### config.mk
export PLATFORM = sky130hd
export DESIGN_NAME = tx_fifo_packetizer
export DESIGN_NICKNAME = d
export VERILOG_FILES = /design/src/rtl/tx_fifo_packetizer.sv
export SDC_FILE = /design/constraint.sdc
export NUM_CORES = 1
export LEC_CHECK = 0
export BUFFER_PORTS_ARGS = -buffer_cell sky130_fd_sc_hd__buf_2
export CAP_MARGIN = 20
export CORE_ASPECT_RATIO = 0.6
export CORE_UTILIZATION = 29
export CTS_CLUSTER_DIAMETER = 60
export DETAILED_ROUTE_END_ITERATION = 10
export PLACE_DENSITY_LB_ADDON = 0.2
export SETUP_SLACK_MARGIN = 0.5
export SKIP_CTS_REPAIR_TIMING = 1
export SLEW_MARGIN = 20
export SYNTH_ARGS = -nofsm -noshare
export SYNTH_HDL_FRONTEND = slang
export SYNTH_SLANG_ARGS = --single-unit
### constraint.sdc
create_clock -name rd_clk -period 1.8 [get_ports rd_clk]
set_input_delay 0.27 -clock rd_clk [delete_from_list [all_inputs] [get_ports rd_clk]]
set_output_delay 0.27 -clock rd_clk [all_outputs]
set_load 0.01 [all_outputs]
### src/rtl/tx_fifo_packetizer.sv
// Drains whole packets of 32-bit words from the TX FIFO and emits framed bytes (sync, seq, payload).
// The optional trailer checksum is enabled by defining TX_PKT_CSUM_EN.
module tx_fifo_packetizer #(
  parameter int          PKT_WORDS  = 256,
  parameter int          WL_WIDTH   = 11,
  parameter int          IFG_CYCLES = 12,
  parameter logic [15:0] SYNC_WORD  = 16'hA55A
) (
  input  logic                rd_clk,
  input  logic                rd_rst_n,
  input  logic                en,
  output logic                fifo_rd_en,
  input  logic [31:0]         fifo_rd_data,
  input  logic                fifo_rd_empty,
  input  logic [WL_WIDTH-1:0] fifo_rd_water_level,
  output logic [7:0]          tx_data,
  output logic                tx_valid,
  input  logic                tx_ready,
  output logic                tx_sop,
  output logic                tx_eop,
  output logic                busy,
  output logic [15:0]         seq_num
);

  localparam int CW = $clog2(PKT_WORDS + 1);
  localparam int GW = (IFG_CYCLES > 1) ? $clog2(IFG_CYCLES) : 1;
  localparam logic [CW-1:0]       LAST_WORD = CW'(PKT_WORDS - 1);
  localparam logic [GW-1:0]       GAP_LAST  = GW'(IFG_CYCLES - 1);
  localparam logic [WL_WIDTH-1:0] WL_NEED   = WL_WIDTH'(PKT_WORDS);

  typedef enum logic [2:0] {S_IDLE, S_HDR, S_RD, S_LAT, S_PAY, S_END, S_GAP} state_t;

  state_t        r_state, w_nxt;
  logic [1:0]    r_byte;
  logic [CW-1:0] r_word_cnt;
  logic [31:0]   r_word;
  logic [15:0]   r_seq;
  logic [GW-1:0] r_gap;
  logic          w_hs;
  logic          w_last_word;
`ifdef TX_PKT_CSUM_EN
  logic [15:0]   r_csum;
`endif

  assign w_last_word = (r_word_cnt == LAST_WORD);
  assign w_hs        = tx_valid & tx_ready;
  assign busy        = (r_state != S_IDLE);
  assign seq_num     = r_seq;

  always_comb begin
    w_nxt      = r_state;
    tx_valid   = 1'b0;
    tx_data    = 8'h00;
    tx_sop     = 1'b0;
    tx_eop     = 1'b0;
    fifo_rd_en = 1'b0;
    case (r_state)
      S_IDLE: if (en && !fifo_rd_empty && (fifo_rd_water_level >= WL_NEED)) w_nxt = S_HDR;
      S_HDR: begin
        tx_valid = 1'b1;
        tx_sop   = (r_byte == 2'd0);
        case (r_byte)
          2'd0:    tx_data = SYNC_WORD[15:8];
          2'd1:    tx_data = SYNC_WORD[7:0];
          2'd2:    tx_data = r_seq[15:8];
          default: tx_data = r_seq[7:0];
        endcase
        if (tx_ready && r_byte == 2'd3) w_nxt = S_RD;
      end
      // Empty here means the water level lied; wait rather than read garbage.
      S_RD: if (!fifo_rd_empty) begin
        fifo_rd_en = 1'b1;
        w_nxt      = S_LAT;
      end
      S_LAT: w_nxt = S_PAY;
      S_PAY: begin
        tx_valid = 1'b1;
        case (r_byte)
          2'd0:    tx_data = r_word[31:24];
          2'd1:    tx_data = r_word[23:16];
          2'd2:    tx_data = r_word[15:8];
          default: tx_data = r_word[7:0];
        endcase
`ifndef TX_PKT_CSUM_EN
        tx_eop = (r_byte == 2'd3) && w_last_word;
`endif
        if (tx_ready && r_byte == 2'd3) w_nxt = w_last_word ? S_END : S_RD;
      end
      S_END: begin
`ifdef TX_PKT_CSUM_EN
        tx_valid = 1'b1;
        tx_data  = r_byte[0] ? r_csum[7:0] : r_csum[15:8];
        tx_eop   = r_byte[0];
        if (tx_ready && r_byte[0]) w_nxt = S_GAP;
`else
        w_nxt = S_GAP;
`endif
      end
      S_GAP: if (r_gap == GAP_LAST) w_nxt = S_IDLE;
      default: w_nxt = S_IDLE;
    endcase
  end

  always_ff @(posedge rd_clk or negedge rd_rst_n) begin
    if (!rd_rst_n) r_state <= S_IDLE;
    else           r_state <= w_nxt;
  end

  always_ff @(posedge rd_clk or negedge rd_rst_n) begin
    if (!rd_rst_n) begin
      r_byte     <= 2'd0;
      r_word_cnt <= '0;
      r_word     <= 32'h0;
      r_seq      <= 16'h0;
      r_gap      <= '0;
    end else begin
      if (r_state != w_nxt) r_byte <= 2'd0;
      else if (w_hs)        r_byte <= r_byte + 2'd1;
      if (r_state == S_IDLE)
        r_word_cnt <= '0;
      else if (r_state == S_PAY && w_hs && r_byte == 2'd3)
        r_word_cnt <= r_word_cnt + 1'b1;
      if (r_state == S_LAT) r_word <= fifo_rd_data;
      if (r_state == S_END && w_nxt == S_GAP) r_seq <= r_seq + 16'd1;
      if (r_state != S_GAP) r_gap <= '0;
      else                  r_gap <= r_gap + 1'b1;
    end
  end

`ifdef TX_PKT_CSUM_EN
  always_ff @(posedge rd_clk or negedge rd_rst_n) begin
    if (!rd_rst_n)
      r_csum <= 16'h0;
    else if (r_state == S_HDR && w_hs && r_byte == 2'd0)
      r_csum <= 16'h0;
    else if (r_state == S_PAY && w_hs)
      r_csum <= r_csum + {8'h00, tx_data};
  end
`endif

endmodule

==> flow_summary.toml <==
[outcome]
run_status = "finished, violations left"
failed_checks = "negative setup slack"

[synth]
synthTopCellsByCount = "sky130_fd_sc_hd__dfrtp_1, sky130_fd_sc_hd__mux2_2, sky130_fd_sc_hd__nor2_1"
yosysMostFrequentCell = "sky130_fd_sc_hd__dfrtp_1"
synthesis.area_um2 = 3310
synth_top_cell_area_share = 0.498
area_leader_netlist = "sky130_fd_sc_hd__dfrtp_1"
synth_seq_cells = 66
yosysUniqueCellTypes = 38
synthArstFlopShare = 1.00
synth_fp_nets = 368
ys.warnings.count = 0
synthesis.instances = 311
synth.top_cells.by_area = "sky130_fd_sc_hd__dfrtp_1, sky130_fd_sc_hd__mux2_2, sky130_fd_sc_hd__xnor2_1"
postSynth.topFlopCell = "sky130_fd_sc_hd__dfrtp_1"
synth_sequential_area_ratio = 0.498
synthesis.area_per_instance_um2 = 10.7
synth_enable_flop_cells = 0

[cells_and_area]
finish.utilization = 0.475
drive_gt1_frac = 0.570
finish.net_count = 482
insertedDiodeCount = 0
flow.area_growth_from_synthesis_pct = 55.6

[floorplan]
die_area_um2 = 11900
die-height_um = 84.8
die_x_um = 140
ioPinCount = 77
standard_cell_core_area_um2 = 10800
placement_rows = 29
initial_utilization = 0.306

[sta]
f_max_mhz = 452
finalSetupViolations = 11
worst_hold_slack_ns = 0.166
slew_violations = 0
hold_viol = 0
timing.setup.tns_ns = -3.17
tightest_slew_ns = 0.442
fin_worst_skew_ns = 0.00662
final.period_utilization = 1.23
fin_ws_ns = -0.410
rsz0062_at_grt = "true"
fin_crit_ns = 2.21
slew_headroom = 0.706

[pwr]
switching_power_mw = 2.69
power.static_leakage_nw = 2.50
power_frac_comb = 0.472
p_int_mw = 4.96
worst_ir_drop_vdd_v = 0.000601
p_clk_frac = 0.216
p_per_area_nw_per_um2 = 1480
switching_share = 0.351
sequentialPowerShare = 0.312

[clock_network]
numClockSinks = 66
numCtsBuffers = 9
cts_max_level = 3
worstSkewPairLatency_ns = 0.33
max-clock-path-buffers = 2
cts-root-buf = "sky130_fd_sc_hd__clkbuf_16"
clk_pin_slew_ns = 0.06
cts_tree = "done"

[global_route]
grt_antenna_before_repair = 0
gr-usage-met3 = 0.0468
gr-usage-met1 = 0.228
grt_max_degree = 67
grtUsageMet2 = 0.206
first_global_vias = 2610
top_usage_layer = "met1"
first_pass_grt_wire_length_um = 13800
grt_overflow = 0
grt.total_usage = 0.152

[drt]
drt_via_density = 4.95
routed-via-count = 2819
post_drt_wl_per_cell_um = 16.9
postRouteWirelength_um = 9610
detail_route.iter0.violations = 140
drc_errors_left = 0
antenna_violating_nets_left = 0
drt_pre_antenna_iters = 4

[setup_path]
end_kind = "output pin"
worst_setup_path_startpoint = "r_byte[1]$_DFFE_PN0P_"
critical_path_class = "register to output pin"
worst-path-max-fanout = 9
cp-start-kind = "register"
rr_startpoint = "r_word_cnt[0]$_DFFE_PN0P_"
critPathArrivalTime_ns = 1.94
cp.required_ns = 1.53

[place]
dp.final_hpwl_um = 6220
routability_driven_placement_congestion_ratio = 0.745
place.port_buffers = 68

[worst_hold_path]
holdCritStartpoint = "fifo_rd_data[1]"
worstHoldPathType = "primary input to register"

[flow_run]
max-cap-violations = 0
[final timing paths]
check                      slack (ns)  depth (start not counted)                         to
min in group asynchronous        0.48                          3  r_word_cnt[6]$_DFFE_PN0P_
min reg2reg                      0.46                          1         r_gap[0]$_DFF_PN0_
max reg2reg                     -0.10                          9      r_byte[0]$_DFFE_PN0P_
max in group asynchronous        0.99                          3     seq_num[3]$_DFFE_PN0P_
max                             -0.41                          7                 tx_data[5]
min                              0.17                          2      r_word[1]$_DFFE_PN0P_
[metrics by stage]
step	power [mW]	instances	area, um^2	setup slack (ns)
floorplan	4.04	311	3550	0.132
global placement	4.78	527	4140	-0.0618
detailed placement	4.82	527	4140	-0.128
CTS	6.51	543	4420	-0.481
global route	8.10	569	5160	-0.499
finish	7.64	569	5160	-0.410
[flip-flops by register name (all words and copies together), names as in the netlist]
register / flops
r_gap: 4
r_byte: 2
r_state: 3
r_word_cnt: 9
r_word: 32
seq_num: 16
[layout make-up]
type	instances	area (um^2)
multi-input combinational	224	2080
clock inverter	5	38.8
fill	1001	5690
sequential	66	1660
timing repair buffer	117	918
inverter	7	38.8
clock buffer	11	243
tap	139	174
[layer usage]
layer | vias up | wire length (um)
li1 | 1358 | -
met1 | 1389 | 4900
met2 | 66 | 4220
met3 | 6 | 435
met4 | 0 | 63
met5 | - | 0
[power by group through the flow]
stage,clock (mW),combinational (mW),sequential (mW)
after floorplan,0,1.81,2.24
after global placement,0,2.45,2.33
after detailed placement,0,2.49,2.33
after CTS,1.70,2.50,2.30
after global routing,1.77,3.88,2.45
final,1.65,3.61,2.39
[logic make-up after synthesis]
logic type	Yosys count	synth area share
XOR/XNOR	22	0.0581
buffers and inverters	22	0.0283
AND/OR/NAND/NOR	95	0.148
multiplexers	35	0.118
AO/OA/AOI/OAI	62	0.116
flip-flops	66	0.498
adder cells (fa/ha/maj)	9	0.0340
[layout by cell type, fill, tap and decap left out, drive strengths merged, types with 11 or more instances in the layout]
| cell | Yosys | final |
|---|---|---|
| nand2 | 18 | 18 |
| nand3 | 11 | 11 |
| xnor2 | 16 | 16 |
| o21ai | 11 | 11 |
| a21oi | 27 | 27 |
| nor2 | 32 | 32 |
| clkbuf | 7 | 13 |
| mux2 | 33 | 33 |
| buf | 8 | 114 |
| dfrtp | 66 | 66 |
[worst max-delay path: stages (launching register included)]
cell and delay (ns):
sky130_fd_sc_hd__dfrtp_2 0.44, sky130_fd_sc_hd__inv_4 0.07, sky130_fd_sc_hd__ha_4 0.20, sky130_fd_sc_hd__a222oi_1 0.45, sky130_fd_sc_hd__nor2_1 0.09, sky130_fd_sc_hd__a21oi_1 0.16, sky130_fd_sc_hd__o22ai_2 0.08, sky130_fd_sc_hd__buf_2 0.14
Note: power is estimated with default switching activity, not from simulation.
